$ cat src/rtl/cei_mochila_pkg.sv
// Shared constants and types for the CB_CTRL responder.
// Optional error responses are enabled by defining CB_CTRL_ERR_RESP_EN.
package cei_mochila_pkg;

  localparam logic [31:0] CB_CTRL_START_ADDRESS = 32'hF0011000;
  localparam logic [31:0] CB_CTRL_SIZE = 32'h00001000;
  localparam int unsigned CB_CTRL_IDX = 1;

  localparam logic [11:0] CB_CTRL_CTRL_OFFSET = 12'h000;
  localparam logic [11:0] CB_CTRL_STATUS_OFFSET = 12'h004;
  localparam logic [11:0] CB_CTRL_BOOT_ADDR0_OFFSET = 12'h008;
  localparam logic [11:0] CB_CTRL_BOOT_ADDR1_OFFSET = 12'h00C;
  localparam logic [11:0] CB_CTRL_SCRATCH_OFFSET = 12'h010;
  localparam logic [11:0] CB_CTRL_EVENT_OFFSET = 12'h014;

  typedef enum logic [1:0] {
    BOOT_IDLE,
    BOOT_WAIT,
    BOOT_RUN
  } boot_state_t;

  function automatic logic [31:0] be_mask(
    input logic [3:0] be
  );
    logic [31:0] m;
    for (int i = 0; i < 4; i++) begin
      m[i*8 +: 8] = {8{be[i]}};
    end
    return m;
  endfunction

  function automatic logic [31:0] be_merge(
    input logic [31:0] old_v,
    input logic [31:0] new_v,
    input logic [3:0]  be
  );
    logic [31:0] m;
    m = be_mask(be);
    return (old_v & ~m) | (new_v & m);
  endfunction

endpackage

$ cat src/rtl/cb_ctrl_boot_seq.sv
// Single-core boot sequencer: delays fetch enable after core enable.
// en_i is the next-cycle core enable so fetch lags core_en by BOOT_DELAY.
module cb_ctrl_boot_seq
  import cei_mochila_pkg::*;
#(
  parameter int unsigned BOOT_DELAY = 16
) (
  input  logic clk_i,
  input  logic rst_ni,
  input  logic en_i,
  output logic fetch_en_o
);

  localparam logic [7:0] LOAD = 8'(BOOT_DELAY - 1);

  boot_state_t state;
  logic [7:0]  cnt;
  logic        en_q;

  always_ff @(posedge clk_i or negedge rst_ni) begin
    if (!rst_ni) begin
      state <= BOOT_IDLE;
      cnt   <= '0;
      en_q  <= 1'b0;
    end else begin
      en_q <= en_i;
      if (!en_i) begin
        state <= BOOT_IDLE;
        cnt   <= '0;
      end else begin
        unique case (state)
          BOOT_IDLE: begin
            if (!en_q) begin
              state <= BOOT_WAIT;
              cnt   <= LOAD;
            end
          end
          BOOT_WAIT: begin
            if (cnt == 8'd0) state <= BOOT_RUN;
            else             cnt   <= cnt - 8'd1;
          end
          BOOT_RUN: state <= BOOT_RUN;
          default:  state <= BOOT_IDLE;
        endcase
      end
    end
  end

  assign fetch_en_o = (state == BOOT_RUN);

endmodule

$ cat src/rtl/cb_ctrl_obi_responder.sv
// OBI responder for the CB_CTRL window: core control/status registers.
// Define CB_CTRL_ERR_RESP_EN to flag unmapped and STATUS-write accesses.
module cb_ctrl_obi_responder
  import cei_mochila_pkg::*;
#(
  parameter int unsigned BOOT_DELAY    = 16,
  parameter logic [31:0] BOOT_ADDR_RST = 32'hF0010000
) (
  input  logic        clk_i,
  input  logic        rst_ni,
  input  logic        req_i,
  input  logic        we_i,
  input  logic [3:0]  be_i,
  input  logic [31:0] addr_i,
  input  logic [31:0] wdata_i,
  output logic        gnt_o,
  output logic        rvalid_o,
  output logic [31:0] rdata_o,
  output logic        err_o,
  input  logic [1:0]  core_sleep_i,
  input  logic [1:0]  event_i,
  output logic [1:0]  core_en_o,
  output logic [1:0]  fetch_en_o,
  output logic [31:0] boot_addr0_o,
  output logic [31:0] boot_addr1_o,
  output logic        intr_o
);

  logic [11:0] off;
  logic        sel_ctrl, sel_status, sel_boot0;
  logic        sel_boot1, sel_scratch, sel_event;
  logic        sel_map, acc_err, wr;
  logic        unused_addr;

  logic [3:0]  ctrl_q, ctrl_nxt;
  logic [31:0] boot0_q, boot0_nxt;
  logic [31:0] boot1_q, boot1_nxt;
  logic [31:0] scratch_q, scratch_nxt;
  logic [1:0]  ev_q, ev_nxt, ev_clr;
  logic [31:0] ctrl_w, rd_val;

  assign gnt_o = req_i;
  assign off   = {addr_i[11:2], 2'b00};
  assign unused_addr = ^{addr_i[31:12], addr_i[1:0]};

  assign sel_ctrl    = (off == CB_CTRL_CTRL_OFFSET);
  assign sel_status  = (off == CB_CTRL_STATUS_OFFSET);
  assign sel_boot0   = (off == CB_CTRL_BOOT_ADDR0_OFFSET);
  assign sel_boot1   = (off == CB_CTRL_BOOT_ADDR1_OFFSET);
  assign sel_scratch = (off == CB_CTRL_SCRATCH_OFFSET);
  assign sel_event   = (off == CB_CTRL_EVENT_OFFSET);
  assign sel_map = sel_ctrl | sel_status | sel_boot0
                 | sel_boot1 | sel_scratch | sel_event;

`ifdef CB_CTRL_ERR_RESP_EN
  assign acc_err = req_i & (~sel_map | (we_i & sel_status));
`else
  assign acc_err = 1'b0;
`endif

  assign wr = req_i & we_i & ~acc_err;

  always_comb begin
    rd_val = '0;
    unique case (1'b1)
      sel_ctrl:    rd_val = {28'd0, ctrl_q};
      sel_status:  rd_val = {28'd0, fetch_en_o, core_sleep_i};
      sel_boot0:   rd_val = boot0_q;
      sel_boot1:   rd_val = boot1_q;
      sel_scratch: rd_val = scratch_q;
      sel_event:   rd_val = {30'd0, ev_q};
      default:     rd_val = '0;
    endcase
  end

  always_comb begin
    ctrl_w   = be_merge({28'd0, ctrl_q}, wdata_i, be_i);
    ctrl_nxt = (wr && sel_ctrl) ? ctrl_w[3:0] : ctrl_q;
    boot0_nxt = (wr && sel_boot0)
              ? be_merge(boot0_q, wdata_i, be_i) : boot0_q;
    boot1_nxt = (wr && sel_boot1)
              ? be_merge(boot1_q, wdata_i, be_i) : boot1_q;
    scratch_nxt = (wr && sel_scratch)
                ? be_merge(scratch_q, wdata_i, be_i) : scratch_q;
    ev_clr = (wr && sel_event)
           ? (wdata_i[1:0] & {2{be_i[0]}}) : 2'b00;
    // A new event in the same cycle as its clear keeps the flag set
    ev_nxt = (ev_q & ~ev_clr) | event_i;
  end

  always_ff @(posedge clk_i or negedge rst_ni) begin
    if (!rst_ni) begin
      ctrl_q    <= '0;
      boot0_q   <= BOOT_ADDR_RST;
      boot1_q   <= BOOT_ADDR_RST;
      scratch_q <= '0;
      ev_q      <= '0;
      intr_o    <= 1'b0;
      rvalid_o  <= 1'b0;
      rdata_o   <= '0;
      err_o     <= 1'b0;
    end else begin
      ctrl_q    <= ctrl_nxt;
      boot0_q   <= boot0_nxt;
      boot1_q   <= boot1_nxt;
      scratch_q <= scratch_nxt;
      ev_q      <= ev_nxt;
      intr_o    <= |(ev_nxt & ctrl_nxt[3:2]);
      rvalid_o  <= req_i;
      rdata_o   <= (req_i && !we_i && !acc_err) ? rd_val : '0;
      err_o     <= acc_err;
    end
  end

  assign core_en_o    = ctrl_q[1:0];
  assign boot_addr0_o = boot0_q;
  assign boot_addr1_o = boot1_q;

  for (genvar n = 0; n < 2; n++) begin : g_seq
    cb_ctrl_boot_seq #(
      .BOOT_DELAY(BOOT_DELAY)
    ) u_seq (
      .clk_i      (clk_i),
      .rst_ni     (rst_ni),
      .en_i       (ctrl_nxt[n]),
      .fetch_en_o (fetch_en_o[n])
    );
  end

endmodule

$ cat config.mk
export PLATFORM = sky130hd
export DESIGN_NAME = cb_ctrl_obi_responder
export DESIGN_NICKNAME = d
export VERILOG_FILES = /design/src/rtl/cei_mochila_pkg.sv /design/src/rtl/cb_ctrl_boot_seq.sv /design/src/rtl/cb_ctrl_obi_responder.sv
export SDC_FILE = /design/constraint.sdc
export NUM_CORES = 1
export LEC_CHECK = 0
export BUFFER_PORTS_ARGS = -buffer_cell sky130_fd_sc_hd__buf_2
export CAP_MARGIN = 20
export CELL_PAD_IN_SITES_DETAIL_PLACEMENT = 0
export CELL_PAD_IN_SITES_GLOBAL_PLACEMENT = 1
export CORE_ASPECT_RATIO = 1.4
export CORE_MARGIN = 8
export CORE_UTILIZATION = 45
export DETAILED_ROUTE_END_ITERATION = 10
export PLACE_DENSITY_LB_ADDON = 0.1
export RECOVER_POWER = 100
export SYNTH_ARGS = -nofsm -noshare
export SYNTH_HDL_FRONTEND = slang
export SYNTH_SLANG_ARGS = --single-unit
$ cat constraint.sdc
create_clock -name clk_i -period 6.5 [get_ports clk_i]
set_clock_uncertainty 0.05 [all_clocks]
set_input_delay 0.325 -clock clk_i [delete_from_list [all_inputs] [get_ports clk_i]]
set_output_delay 0.325 -clock clk_i [all_outputs]
set_load 0.01 [all_outputs]
==> flow_summary.json, run 1 <==
{
  "status": "finished with violations",
  "violations": "capacitance limit, slew limit",
  "hold_violations": 0,
  "drt_iter0_markers": 392,
  "fin_cells": 891,
  "ys_seq_area_share_pct": 57.5,
  "synth_flop_cell": "dfrtp_1",
  "worst-setup-path-type": "primary input to register",
  "worstMarginPinSlew_ns": 2.54,
  "drc": 0,
  "first_global_vias": 5394,
  "die_h_um": 162,
  "dpl.cell_count": 856,
  "io_pins": 180,
  "ys_ff_latch": 156,
  "synth_cell_types": 55,
  "drive_above_1_share_pct": 28.9,
  "syn_area_sq_mm": 0.00681,
  "setup_viol_count_final": 0,
  "post-cts-setup-buffers": 0,
  "io_buffer_count": 156,
  "hold_path.class": "primary input to register",
  "final_nets": 769,
  "synth_edf_count": 0,
  "firstDrtPassIters": 7,
  "synth_top_area_share_pct": 53.7,
  "avgSynthCellArea_sq_um": 12.8,
  "finalWirelength_mm": 18.5,
  "insertion_delay_ns": 0.42,
  "clock_sinks": 156,
  "p_leak_nw": 3.71,
  "yosysTopAreaCell": "dfrtp_1",
  "grt_pass1_wl_mm": 29.5,
  "drtAntennaViolNets": 0,
  "vias_per_cell": 5.62,
  "fin_setup_tns_ns": 0,
  "design_power_total_mw": 1.95,
  "clk_pin_slew_ns": 0.06,
  "die_x_um": 120,
  "syn-instance-count": 531,
  "grt_max_degree": 82,
  "cp-start-kind": "primary input",
  "synth.top_cells.by_area": "dfrtp_1 54%, mux2_2 16%, a222oi_1 4.1%",
  "start_util_pct": 45.6,
  "power_density_mw_per_mm2": 241,
  "yosys_warnings": 0,
  "syn_to_final_growth_pct": 18.8,
  "rsz0062_at_grt": "false",
  "synth-async-reset-ratio_pct": 100,
  "tritoncts.num_buffers": 17,
  "htreeDepth": 4,
  "synth_most_common_cell": "dfrtp_1",
  "finalCriticalPeriod_ns": 4.11,
  "relSlewSlack_pct": -70.0,
  "cts.path.max_buffers": 2,
  "max_cap_viol_count": 1,
  "place_hpwl_mm": 12.9,
  "vdd_drop_max_mv": 0.176,
  "synth_common_cells": "146 x dfrtp_1, 97 x mux2_2, 45 x nor2_1",
  "hold-worst-slack_ns": 0.0911,
  "worstPathMaxFanout": 17,
  "critPathCaptureType": "register",
  "grt_use_total_pct": 19.6,
  "finalCritPeriodShare_pct": 63.3,
  "gp_congestion": 0.776,
  "fp-row-count": 53,
  "synth_nets": 615,
  "antenna_found_initial": 1,
  "cts_tree": "done",
  "drv_slew": 18,
  "num_vias": 5003,
  "required_ns": 6.78,
  "overflow": 0,
  "crit_arrival_ns": 4.39,
  "root_buffer": "clkbuf_16",
  "wl_per_cell_um": 20.8,
  "max_freq_mhz": 243,
  "coreArea_sq_mm": 0.0149,
  "die_area_sq_mm": 0.0194
}
-- critical path: stages --
cell and delay, ns:
buf_2 0.10, nor4_1 0.87, nand2_1 0.27, nor3b_1 2.02, buf_4 0.52, a22oi_1 0.14, a21oi_1 0.15
-- final cells by class --
cell class,instances,area [sq um]
fillers,1425,6830
flip-flops and latches,156,3920
multi-input cells,334,2620
repair buffers,163,713
clock buffers,21,460
well taps,192,240
clock inverters,11,88.8
inverters,13,48.8
diodes,1,2.50
-- timing repair --
action                                 in CTS  in global routing
hold buffers                                1                  0
endpoints found under the hold margin      70                  0
resized for setup                           0                  0
-- path summary, 6_finish.rpt --
path | from | endpoint | slack (ns) | depth (start not counted)
setup / recovery | addr_i[7] | rdata_o[2] | 2.39 | 7
hold / removal | event_i[0] | ev_q[0] | 0.09 | 2
setup reg to reg | g_seq[0].u_seq.cnt[0] | g_seq[0].u_seq.cnt[0] | 4.13 | 7
hold reg to reg | ctrl_q[3] | ctrl_q[3] | 0.45 | 2
max in group asynchronous | rst_ni | asynchronous set/reset pin | 4.47 | 3
min in group asynchronous | rst_ni | g_seq[1].u_seq.cnt[2] | 0.47 | 2
-- metrics by stage --
stage               setup WS (ns)  utilization, %  instance area [sq um]
finish                       2.39            54.2                   8090
detailed placement           3.74            51.9                   7740
floorplan                    4.31               -                   6810
global placement             3.72            51.9                   7740
global route                 2.10            54.2                   8090
CTS                          4.04            55.6                   8300
-- cells in the final DEF (no fill, tap or decap), drive strengths merged, types with 3 or more instances in the layout --
| cell | instances |
|---|---|
| dfrtp | 146 |
| clkbuf | 122 |
| mux2 | 100 |
| buf | 61 |
| nor2 | 57 |
| a222oi | 28 |
| nand2 | 17 |
| a21oi | 15 |
| inv | 14 |
| nor3 | 11 |
| nand3 | 10 |
| dfstp | 10 |
| o21ai | 9 |
| a22oi | 8 |
| ha | 8 |
| a31oi | 7 |
| clkinv | 7 |
| mux2i | 5 |
| nand2b | 5 |
| a311oi | 5 |
| or3 | 5 |
| o211ai | 4 |
| and3 | 3 |
| nor3b | 3 |
| a221oi | 3 |
| a211oi | 3 |
| clkinvlp | 3 |
-- routing by layer --
metal,track usage [%],up-vias,wire length (um)
li1,-,2279,-
met1,22.7,2539,7560
met2,33.0,163,9300
met3,6.43,22,1300
met4,6.95,0,327
met5,0,-,0
-- logic make-up (layout without fill, tap and decap cells) --
family / after synthesis / after routing / synth area share [%]
other: 1 / 2 / 0.0551
AO/OA/AOI/OAI: 88 / 88 / 10.1
AND/OR/NAND/NOR: 132 / 132 / 10.6
multiplexers: 105 / 105 / 17.4
adder cells (fa/ha/maj): 8 / 8 / 1.47
buffers and inverters: 41 / 208 / 2.83
flip-flops: 156 / 156 / 57.5
-- power by group --
part	internal, mW	switching, mW
Combinational	0.0196	0.0427
Sequential	0.975	0.00241
Clock	0.513	0.398
Note: power is estimated with default switching activity, not from simulation.
==> inputs of run 2 (changes only) <==
--- a/config.mk
+++ b/config.mk
@@ -11,7 +11,7 @@
 export CELL_PAD_IN_SITES_GLOBAL_PLACEMENT = 1
 export CORE_ASPECT_RATIO = 1.4
 export CORE_MARGIN = 8
-export CORE_UTILIZATION = 45
+export CORE_UTILIZATION = 42
 export DETAILED_ROUTE_END_ITERATION = 10
 export PLACE_DENSITY_LB_ADDON = 0.1
 export RECOVER_POWER = 100
==> constraint.sdc (replaced) <==
create_clock -name clk_i -period 4.2 [get_ports clk_i]
set_clock_uncertainty 0.05 [all_clocks]
set_input_delay 0.21 -clock clk_i [delete_from_list [all_inputs] [get_ports clk_i]]
set_output_delay 0.21 -clock clk_i [all_outputs]
set_load 0.01 [all_outputs]
==> run 2 against run 1 <==
Effect of this change:
- the flow now finishes without violations
- largest cell class unchanged
- sequential share of layout area is 1.7 points lower
- final cell count is 3.7% higher
- flip-flop and latch count is the same
- setup slack worse by 1.3 ns
- register-to-register slack worse by 2.3 ns
- power rose by 57%
- design area is 3.6% higher
- hold slack got worse by 0.068 ns
- routed wire length is 1.4% higher
- global-route usage down 0.72 points
- via count grew 1.4%
==> flow_summary.json, run 2 (synthesized netlist as in run 1, its figures left out) <==
{
  "status": "finished clean",
  "ctsResizeCount": 0,
  "post-cts-setup-buffers": 0,
  "antenna_found_initial": 1,
  "worst-setup-path-type": "primary input to register",
  "clock_sinks": 156,
  "start_util_pct": 42.5,
  "vias_per_cell": 5.49,
  "hold_depth": 2,
  "hold_path.class": "primary input to register",
  "crit_arrival_ns": 3.34,
  "num_vias": 5075,
  "die_area_sq_mm": 0.0206,
  "setup_viol_count_final": 0,
  "die_h_um": 167,
  "rr_worst_depth": 7,
  "finalCritPeriodShare_pct": 73.0,
  "relSlewSlack_pct": 7.55,
  "vdd_drop_max_mv": 0.237,
  "finalWirelength_mm": 18.8,
  "hold_violations": 0,
  "cp-start-kind": "primary input",
  "wl_per_cell_um": 20.3,
  "crit_chain": "buf_2 > nor4_1 > nand2_1 > nor3b_2 > buf_4 > a22oi_1 > a21oi_1",
  "nFillCells": 1470,
  "design_power_total_mw": 3.06,
  "final_nets": 796,
  "fin_setup_tns_ns": 0,
  "drt_iter0_markers": 381,
  "hold-worst-slack_ns": 0.0235,
  "cts.path.max_buffers": 2,
  "max_cap_viol_count": 0,
  "drc": 0,
  "critPathCaptureType": "register",
  "fin_cells": 924,
  "dpl.cell_count": 863,
  "cts_tree": "done",
  "required_ns": 4.47,
  "cpPeakStageDelay_ns": 1.17,
  "first_global_vias": 5515,
  "power_density_mw_per_mm2": 365,
  "grt_use_total_pct": 18.9,
  "drtAntennaViolNets": 0,
  "die_x_um": 124,
  "insertion_delay_ns": 0.42,
  "io_pins": 180,
  "fp-row-count": 55,
  "mostFrequentLayoutCells": "146 x dfrtp_1, 103 x clkbuf_1, 97 x mux2_2, 57 x buf_2, 56 x nor2_1",
  "cpLargestDelayFamily": "simple AND/OR/NAND/NOR gates",
  "gp_congestion": 0.816,
  "worstMarginPinSlew_ns": 1.38,
  "worstPathMaxFanout": 17,
  "root_buffer": "clkbuf_16",
  "tritoncts.num_buffers": 17,
  "io_buffer_count": 156,
  "place_hpwl_mm": 13.0,
  "p_leak_nw": 3.83,
  "overflow": 0,
  "htreeDepth": 4,
  "firstDrtPassIters": 8,
  "final_common_cell": "dfrtp_1",
  "drv_slew": 0,
  "path_depth": 7,
  "grt_pass1_wl_mm": 30.2,
  "path_buf_inv": 2,
  "grt_max_degree": 65,
  "clk_pin_slew_ns": 0.06,
  "cpMaxStageDelayCell": "nor3b_2",
  "fin_util_pct": 52.3,
  "coreArea_sq_mm": 0.0160,
  "max_freq_mhz": 326,
  "syn_to_final_growth_pct": 23.1,
  "rsz0062_at_grt": "false",
  "diodes": 0,
  "drive_above_1_share_pct": 27.7,
  "finalCriticalPeriod_ns": 3.07
}
[run 2: changes by cell type in the layout (fill, tap and decap cells not counted), moves of 2 or more]
cell           previous run  this run
buf_2                    55        57
clkinv_4                  5         2
dfstp_1                   3         5
dfstp_2                   7         5
dlygate4sd3_1             1        28
[run 2: worst reg2reg max path, cell delays in order (launching register included)]
cell and delay [ns]:
dfrtp_1 0.40, inv_1 0.07, ha_1 0.18, or3b_1 0.48, o211ai_2 0.27, o21ai_2 0.10
or2_1 0.35, mux2_1 0.36
[run 2: report_power, final]
group / internal [mW] / switching [mW]
Sequential: 1.51 / 0.00381
Combinational: 0.0471 / 0.0694
Clock: 0.832 / 0.599
Total: 2.39 / 0.672
[run 2: worst paths after layout]
path	slack, ns	end	from
setup reg to reg	1.82	g_seq[0].u_seq.cnt[1]	g_seq[0].u_seq.cnt[0]
setup / recovery	1.13	rdata_o[2]	addr_i[7]
hold reg to reg	0.46	register	register
hold / removal	0.02	register	wdata_i[10]
max in group asynchronous	2.12	rdata_o[5]	rst_ni
min in group asynchronous	0.30	g_seq[1].u_seq.cnt[3]	rst_ni
[run 2: what timing repair did]
action	4_1_cts	5_1_grt
hold buffers	27	1
hold endpoints to repair	125	1
endpoints found under the setup margin	0	0
[run 2: per-layer routing]
layer	share of wire [%]	track usage, %
met1	40	22.2
met2	52	32.0
met3	6.9	5.85
met4	1.1	5.20
met5	0.053	0
[run 2: cell type report]
type / count / area, sq um / share of cell area (%)
well taps: 199 / 249 / 2.97
multi-input cells: 334 / 2630 / 31.4
flip-flops and latches: 156 / 3920 / 46.7
clock inverters: 10 / 96.3 / 1.15
repair buffers: 190 / 983 / 11.7
clock buffers: 22 / 454 / 5.42
inverters: 13 / 48.8 / 0.582
[run 2: metrics by stage]
step                      area, sq um  worst slack (ns)
after global routing             8380             0.937
after global placement           7750              1.57
after floorplan                  6810              2.01
final                            8380              1.13
after detailed placement         7750              1.57
after CTS                        8570              1.65
